**src/rtl/data_cache.sv**
```systemverilog
// Direct-mapped, write-back, write-allocate data cache in front of a line-granular
// backing memory (valid/ready request channel plus a response strobe).
module data_cache #(
  parameter int NUM_SETS   = 16,
  parameter int LINE_WORDS = 4,
  parameter int TAG_W      = 32 - 4 - $clog2(NUM_SETS)
) (
  input  logic                     clk,
  input  logic                     reset,
  input  logic                     req_valid,
  input  logic                     req_write,
  input  logic [31:0]              req_addr,
  input  logic [31:0]              req_din,
  output logic                     ready,
  output logic                     resp_valid,
  output logic [31:0]              resp_dout,
  output logic                     resp_hit,
  output logic                     mem_req_valid,
  output logic                     mem_req_write,
  output logic [31:0]              mem_req_addr,
  output logic [LINE_WORDS*32-1:0] mem_req_data,
  input  logic                     mem_req_ready,
  input  logic                     mem_resp_valid,
  input  logic [LINE_WORDS*32-1:0] mem_resp_data,
  output logic [31:0]              hit_count,
  output logic [31:0]              miss_count
);

  localparam int IDX = $clog2(NUM_SETS);

  typedef enum logic [1:0] {IDLE, COMPARE, WRITEBACK, ALLOCATE} state_t;

  state_t state, next_state;

  logic [NUM_SETS-1:0]              valid_q, dirty_q;
  logic [TAG_W-1:0]                 tag_mem  [NUM_SETS];
  logic [LINE_WORDS-1:0][31:0]      line_mem [NUM_SETS];

  logic        lat_write;
  logic [31:0] lat_addr, lat_din;
  logic        miss_flag, mem_sent;
  logic [31:0] hit_cnt, miss_cnt;

  logic [IDX-1:0]              idx;
  logic [TAG_W-1:0]            tag;
  logic [1:0]                  off;
  logic [LINE_WORDS-1:0][31:0] cur_line;
  logic                        hit, mem_done;
  logic                        unused_lsbs;

  assign idx         = lat_addr[4 +: IDX];
  assign tag         = lat_addr[31 -: TAG_W];
  assign off         = lat_addr[3:2];
  assign cur_line    = line_mem[idx];
  assign hit         = valid_q[idx] && (tag_mem[idx] == tag);
  assign unused_lsbs = ^lat_addr[1:0];

  always_ff @(posedge clk) begin
    if (reset) state <= IDLE;
    else       state <= next_state;
  end

  // A memory transaction completes on its strobe once accepted; the strobe may
  // coincide with the accept cycle. Strobes with nothing outstanding never match.
  always_comb begin
    next_state    = state;
    ready         = 1'b0;
    resp_valid    = 1'b0;
    resp_dout     = '0;
    resp_hit      = 1'b0;
    mem_req_valid = 1'b0;
    mem_req_write = 1'b0;
    mem_req_addr  = '0;
    mem_req_data  = '0;
    mem_done      = 1'b0;
    hit_count     = hit_cnt;
    miss_count    = miss_cnt;
    case (state)
      IDLE: begin
        ready = 1'b1;
        if (req_valid) next_state = COMPARE;
      end
      COMPARE: begin
        if (hit) begin
          resp_valid = 1'b1;
          resp_dout  = cur_line[off];
          resp_hit   = !miss_flag;
          next_state = IDLE;
        end else if (valid_q[idx] && dirty_q[idx]) begin
          next_state = WRITEBACK;
        end else begin
          next_state = ALLOCATE;
        end
      end
      WRITEBACK: begin
        mem_req_valid = !mem_sent;
        mem_req_write = 1'b1;
        mem_req_addr  = {tag_mem[idx], idx, 4'b0000};
        mem_req_data  = cur_line;
        mem_done      = mem_resp_valid && (mem_sent || mem_req_ready);
        if (mem_done) next_state = ALLOCATE;
      end
      ALLOCATE: begin
        mem_req_valid = !mem_sent;
        mem_req_addr  = {lat_addr[31:4], 4'b0000};
        mem_done      = mem_resp_valid && (mem_sent || mem_req_ready);
        if (mem_done) next_state = COMPARE;
      end
      default: next_state = IDLE;
    endcase
    if (reset) begin
      ready         = 1'b0;
      resp_valid    = 1'b0;
      resp_dout     = '0;
      resp_hit      = 1'b0;
      mem_req_valid = 1'b0;
      mem_req_write = 1'b0;
      mem_req_addr  = '0;
      mem_req_data  = '0;
      mem_done      = 1'b0;
      hit_count     = '0;
      miss_count    = '0;
    end
  end

  always_ff @(posedge clk) begin
    if (reset) begin
      valid_q   <= '0;
      dirty_q   <= '0;
      hit_cnt   <= '0;
      miss_cnt  <= '0;
      miss_flag <= 1'b0;
      mem_sent  <= 1'b0;
    end else begin
      if (mem_done)                           mem_sent <= 1'b0;
      else if (mem_req_valid && mem_req_ready) mem_sent <= 1'b1;
      case (state)
        IDLE: if (req_valid) miss_flag <= 1'b0;
        COMPARE: begin
          if (hit) begin
            if (lat_write) dirty_q[idx] <= 1'b1;
            if (miss_flag) miss_cnt <= miss_cnt + 32'd1;
            else           hit_cnt  <= hit_cnt + 32'd1;
          end else begin
            miss_flag <= 1'b1;
          end
        end
        WRITEBACK: if (mem_done) dirty_q[idx] <= 1'b0;
        ALLOCATE: begin
          if (mem_done) begin
            valid_q[idx] <= 1'b1;
            dirty_q[idx] <= 1'b0;
          end
        end
        default: ;
      endcase
    end
  end

  // Datapath storage: request latch, line data and tags carry no reset.
  always_ff @(posedge clk) begin
    if (ready && req_valid) begin
      lat_write <= req_write;
      lat_addr  <= req_addr;
      lat_din   <= req_din;
    end
    if (resp_valid && lat_write) line_mem[idx][off] <= lat_din;
    if (state == ALLOCATE && mem_done) begin
      line_mem[idx] <= mem_resp_data;
      tag_mem[idx]  <= tag;
    end
  end

endmodule

```
**config.mk**
```make
export PLATFORM = sky130hd
export DESIGN_NAME = data_cache
export DESIGN_NICKNAME = d
export VERILOG_FILES = /design/src/rtl/data_cache.sv
export SDC_FILE = /design/constraint.sdc
export NUM_CORES = 2
export LEC_CHECK = 0
export BUFFER_PORTS_ARGS = -buffer_cell sky130_fd_sc_hd__buf_2
export CORE_MARGIN = 1
export CORE_UTILIZATION = 61
export DETAILED_ROUTE_END_ITERATION = 10
export PLACE_DENSITY = 0.79
export SLEW_MARGIN = 20
export SYNTH_ARGS = -nofsm -noshare
export SYNTH_HDL_FRONTEND = slang
export SYNTH_SLANG_ARGS = --single-unit
export TNS_END_PERCENT = 30
```
**constraint.sdc**
```tcl
create_clock -name clk -period 7.6 [get_ports clk]
set_input_delay 1.52 -clock clk [delete_from_list [all_inputs] [get_ports clk]]
set_output_delay 1.52 -clock clk [all_outputs]
set_load 0.01 [all_outputs]
```
Word level (Yosys, flattened, before mapping)
Memory sizes are Yosys's and may differ from the RTL's. A register that Yosys moved wholly into a read port is not among the register bits.
Index checks and enable logic that the tools add are counted.
{ "classes": {"add_sub_neg": 2, "order_cmp": 4, "n_eq_ne": 11, "mux": 180, "bitwise": 133, "reduce_logical": 23} }
{ "ops": {"columns": ["operator", "count"], "rows": [
  ["$mux W128", 3],
  ["$mux W32", 8],
  ["$mux W1", 151],
  ["$or A1 B1 Y1", 128],
  ["$add A32 B1 Y32 const B", 2],
  ["$bmux W32 S2", 1],
  ["$demux W32 S2", 1],
  ["$pmux W32 S2", 1],
  ["$mux W16", 3],
  ["$or A16 B16 Y16", 2],
  ["$pmux W16 S2", 1],
  ["$eq A24 B24 Y1", 1],
  ["$and A16 B16 Y16", 1],
  ["$not A16 Y16", 1],
  ["$ne A2 B2 Y1 const B", 6],
  ["$reduce_and A3 Y1", 4],
  ["$logic_and A1 B1 Y1", 9],
  ["$bmux W1 S4", 2],
  ["$mux W2", 4],
  ["$mux W4", 2],
  ["$pmux W2 S4", 1],
  ["$lt A4 B5 Y1 const B", 1],
  ["$demux W1 S4", 1],
  ["$eq A2 B2 Y1 const B", 2],
  ["other kinds (14)", 17]
]} }
{ "totals": {"reg_bits": 165, "mem_bits_rw": 2432, "inputBits": 198, "output_inout_bits": 261, "wordCells": 365, "memories": 2} }
{ "mem_list": {"columns": ["name", "depth", "width", "rd", "rd_clocked_by_memory_dff", "wr", "line", "source"], "rows": [
  ["line_mem", 16, 128, 1, 1, 1, "37", "logic [LINE_WORDS-1:0][31:0] line_mem [NUM_SETS];"],
  ["tag_mem", 16, 24, 1, 1, 1, "36", "logic [TAG_W-1:0] tag_mem [NUM_SETS];"]
]} }

Longest topological paths before layout
{ "depth": {"word_depth": 10, "depth_mapped": 16, "mapped_depth_nobuf": 9} }

Worst setup path after synthesis
No wires, ideal clock.
{ "synth_timing": {"kind": "reg2out", "start": "register (tool-made name)", "end": "output port resp_dout[10]", "arrival_time_ns": 3.936, "required_ns": 6.080, "setup_slack_ns": 2.144, "stages_incl_launch_ff": 13, "path_buffers": 8, "path_cell_list": "dfxtp_1 buf_4 buf_4 buf_2 buf_2 buf_2 buf_2 buf_2 buf_1 mux4_2 mux4_2 mux4_2 nor2b_1"} }
{ "synth_lines": {"columns": ["item", "line", "source"], "rows": [
  ["end: declaration", "16", "output logic [31:0] resp_dout,"]
]} }

==> results.toml <==
[global_routing]
number_of_global_route_vias_before_repair = 56000
antenna_found_initial = 62
largest_net_degree_at_the_start_of_global_routing = 151
grt.total_usage_pct = 36.4
grt_pass1_wl_mm = 423
grt-ovfl-total = 0

[worst_hold_path]
min_from = "valid_q[10]"
min-delay-path-class = "reg2reg"
hold-path-cell-count = 1
hold_path_end = "valid_q[10]"

[final_layout]
n_fill_cell = 9669
multi_input_area_um2 = 25400
drive_above_1_share_pct = 31.0
storage_element_area_um2 = 77000
finalNetCount = 5851
syn2layout_area_growth_pct = 13.6
post-route-util_pct = 69.9

[setup_path]
critPathMostFrequentCell = "sky130_fd_sc_hd__buf_4"
timing.critical_path.arrival_ns = 5.91
worst_setup_path_end_kind = "output port"
critical_path.startpoint_type = "register"
worst-setup-path-type = "reg2out"
critical_path.cell_chain = "buf_4 -> nor2b_1 -> a22oi_1 -> a21oi_1 -> o211ai_1 -> o31ai_1 -> nand4_1 -> nor4_1 -> buf_4 -> nand3_2 -> buf_12 -> a311oi_1 -> buf_2"
slowest_delay_ns = 0.84
cp.buffers_inverters = 4
cp_max_fo = 50
timing.critical_path.required_ns = 6.08
rrSetupSlack_ns = 1.37
worst-r2r-cell-count = 13
worst_path_dominant_cell_family = "compound AO/OA/AOI/OAI gates"
regToRegEndpoint = "line_mem[5][122]"
cp_slowest_cell = "sky130_fd_sc_hd__dfxtp_4"

[synth]
yosys_warnings = 0
postSynthRegisterBits = 2599
number_of_distinct_library_cell_variants_in_the_gate_level_netlist_after_synthesis = 65
syn-instance-count = 5089
async_flop_share_pct = 0
yosysSeqAreaShare_pct = 74.7
ys.flop_type = "sky130_fd_sc_hd__edfxtp_1"
post_synth_instance_area_um2 = 103000
synth-edff-count = 2495
post_synth.cell_area_avg_um2 = 20.2

[clock_network]
cts_bufs_inserted = 239
cts-root-to-sink-buffers = 3
tritoncts_num_sinks = 2599
cts.root.buffer_cell = "sky130_fd_sc_hd__clkbuf_16"
clk_pin_slew_worst_paths_ns = 0.06
worstSkewPairLatency_ns = 0.89
cts_tree = "done"
holdBufCountCts = 0
cts-htree-levels = 4
cts_setup_buffers = 0
post_cts.resized_instances = 0

[floorplanning]
io_pins = 459
chipWidth_um = 413
placeableCoreArea_um2 = 167000
fp.dieArea_um2 = 171000
start_util_pct = 61.5
die_height_um = 413
row_count = 150

[place]
numPortBuffers = 452
dp_hpwl_mm = 179
final_weighted_congestion_in_routability_driven_placement = 0.887

[timing]
clock_skew_ns = 0.0548
final.min_clock_period_ns = 7.43
finalSetupTns_ns = 0
timing.slew.headroom_pct = 18.7
worst_slew_pin_slew_ns = 1.22
setup_viol = 0
rsz0062_at_grt = "no"
drv_slew = 0
finalHoldViolCount = 0
layout_worst_path_cycle_share_pct = 97.7
max_freq_mhz = 135

[job]
number_of_violations_of_the_max_capacitance_limit = 0

[power]
power_per_cell_area_nw_per_um2 = 268
max-vdd-ir-drop_uv = 281
power.static_leakage_nw = 38.4

[drt]
route.antenna.remaining_nets = 1
detail_route.vias_per_cell = 7.06
vias = 57100
wire_per_inst_um = 38.5
routed_wire_length_mm = 311
drc = 0
first_pass_iters = 6
drt_iter0_markers = 9523

[status]
outcome = "finished with violations"
failed_checks = "antenna rules"
-- routing by layer --
layer / share of wire, % / track usage, % / up-vias
met3: 16 / 15.2 / 887
met5: 0.13 / 0 / -
li1: - / - / 21900
met1: 32 / 45.5 / 29100
met2: 46 / 54.5 / 5103
met4: 5.7 / 19.6 / 64
-- worst register-to-register path: stages, from the launching register on --
cell	delay [ns]
sky130_fd_sc_hd__dfxtp_4	0.83
sky130_fd_sc_hd__buf_4	0.51
sky130_fd_sc_hd__mux4_2	0.40
sky130_fd_sc_hd__mux4_2	0.59
sky130_fd_sc_hd__a21bo_1	0.23
sky130_fd_sc_hd__a311oi_1	0.28
sky130_fd_sc_hd__nand4b_1	0.13
sky130_fd_sc_hd__or4_4	0.56
sky130_fd_sc_hd__nor4_2	0.24
sky130_fd_sc_hd__buf_4	0.29
sky130_fd_sc_hd__a41oi_4	0.39
sky130_fd_sc_hd__buf_4	0.42
sky130_fd_sc_hd__nor2_4	0.71
sky130_fd_sc_hd__buf_12	0.31
-- synth_stat cells, types with 6 or more instances --
library cell               count  area [µm²]
sky130_fd_sc_hd__nand4_1      21         131
sky130_fd_sc_hd__a211oi_1     19         143
sky130_fd_sc_hd__a311oi_1      6        52.6
sky130_fd_sc_hd__mux4_2      727       16400
sky130_fd_sc_hd__a31oi_1       9        56.3
sky130_fd_sc_hd__and2_1      130         813
sky130_fd_sc_hd__o21a_1       12        90.1
sky130_fd_sc_hd__nand3_1      39         195
sky130_fd_sc_hd__mux2_1       14         158
sky130_fd_sc_hd__buf_1        76         285
sky130_fd_sc_hd__inv_1        18        67.6
sky130_fd_sc_hd__nand2_1     416        1560
sky130_fd_sc_hd__nand2b_1     14        87.6
sky130_fd_sc_hd__and3_1       17         106
sky130_fd_sc_hd__mux2i_1      96         961
sky130_fd_sc_hd__nor2_1      207         777
sky130_fd_sc_hd__a22oi_1      14         105
sky130_fd_sc_hd__a22o_1       18         158
sky130_fd_sc_hd__edfxtp_1   2495       74900
sky130_fd_sc_hd__xnor2_1      17         149
sky130_fd_sc_hd__ha_1          6        75.1
sky130_fd_sc_hd__nor4_1       16         100
sky130_fd_sc_hd__or4_1        29         218
sky130_fd_sc_hd__nor3_1       27         135
sky130_fd_sc_hd__a21oi_1      16        80.1
sky130_fd_sc_hd__o21ai_0      82         410
sky130_fd_sc_hd__buf_2        45         225
sky130_fd_sc_hd__nor2b_1     106         663
sky130_fd_sc_hd__o22ai_1       7        43.8
sky130_fd_sc_hd__clkbuf_1    158         593
sky130_fd_sc_hd__dfxtp_1     104        2080
sky130_fd_sc_hd__mux2_2       54         608
sky130_fd_sc_hd__buf_4        10        75.1
-- worst max path at each step --
| stage | slack, ns | cells past startpoint | to |
|---|---|---|---|
| finish | 0.17 | 13 | resp_dout[27] |
| global route | 0.13 | 13 | resp_dout[0] |
| CTS | 0.1 | 12 | resp_dout[1] |
| detailed placement | 1.04 | 13 | resp_dout[26] |
| global placement | 1.13 | 13 | resp_dout[1] |
| floorplan | 2.14 | 12 | resp_dout[10] |
-- placed cells by master (no fill, tap or decap), drive strengths merged, types with 27 or more instances in the layout --
master / n
and2: 130
buf: 605
clkbuf: 296
clkinv: 107
dfxtp: 104
diode: 34
edfxtp: 2495
inv: 27
mux2: 68
mux2i: 96
mux4: 727
nand2: 416
nand3: 39
nor2: 207
nor2b: 106
nor3: 27
o21ai: 83
or4: 30
-- per-stage QoR --
stage	cells	hold WS [ns]	power (mW)	cell area, µm²	setup slack (ns)
global placement	7601	0.443	19.3	109000	1.13
finish	8090	0.467	31.3	117000	0.171
CTS	8052	0.467	31.2	117000	0.0986
floorplan	5092	0.435	18.1	103000	2.14
detailed placement	7606	0.453	19.4	109000	1.04
global route	8060	0.482	31.9	117000	0.131
-- power by group --
part / switching [mW] / internal [mW]
logic: 2.07 / 1.25
registers: 0.119 / 15.8
clock network: 5.40 / 6.69
total: 7.59 / 23.8
-- cell families after synthesis --
| kind of cell | Yosys count | share of synthesized area [%] |
|---|---|---|
| compound gates | 214 | 1.36 |
| xor+xnor | 21 | 0.179 |
| fa+ha+maj | 6 | 0.0729 |
| buf+inv | 311 | 1.24 |
| flops | 2599 | 74.7 |
| mux | 891 | 17.6 |
| other cells | 1 | 0.00364 |
| simple gates | 1046 | 4.83 |
-- flip-flops by register name, summed over array words and instances, names as in the netlist, 2 cells and up, named ones only --
| register | flops |
|---|---|
| hit_cnt | 32 |
| line_mem | 2048 |
| tag_mem | 384 |
| valid_q | 16 |
| miss_cnt | 32 |
| lat_addr | 30 |
| state | 2 |
| lat_din | 32 |
-- area by class of cell --
class                   instances  area share (%)
diodes                         34          0.0727
clock buffers                 296            5.33
clock inverters               150            1.25
inverters                      20          0.0770
multi-input cells            2182            21.7
flip-flops and latches       2599            65.8
well taps                    2204            2.36
repair buffers                605            3.37
Power figures use the tool's default switching activity.
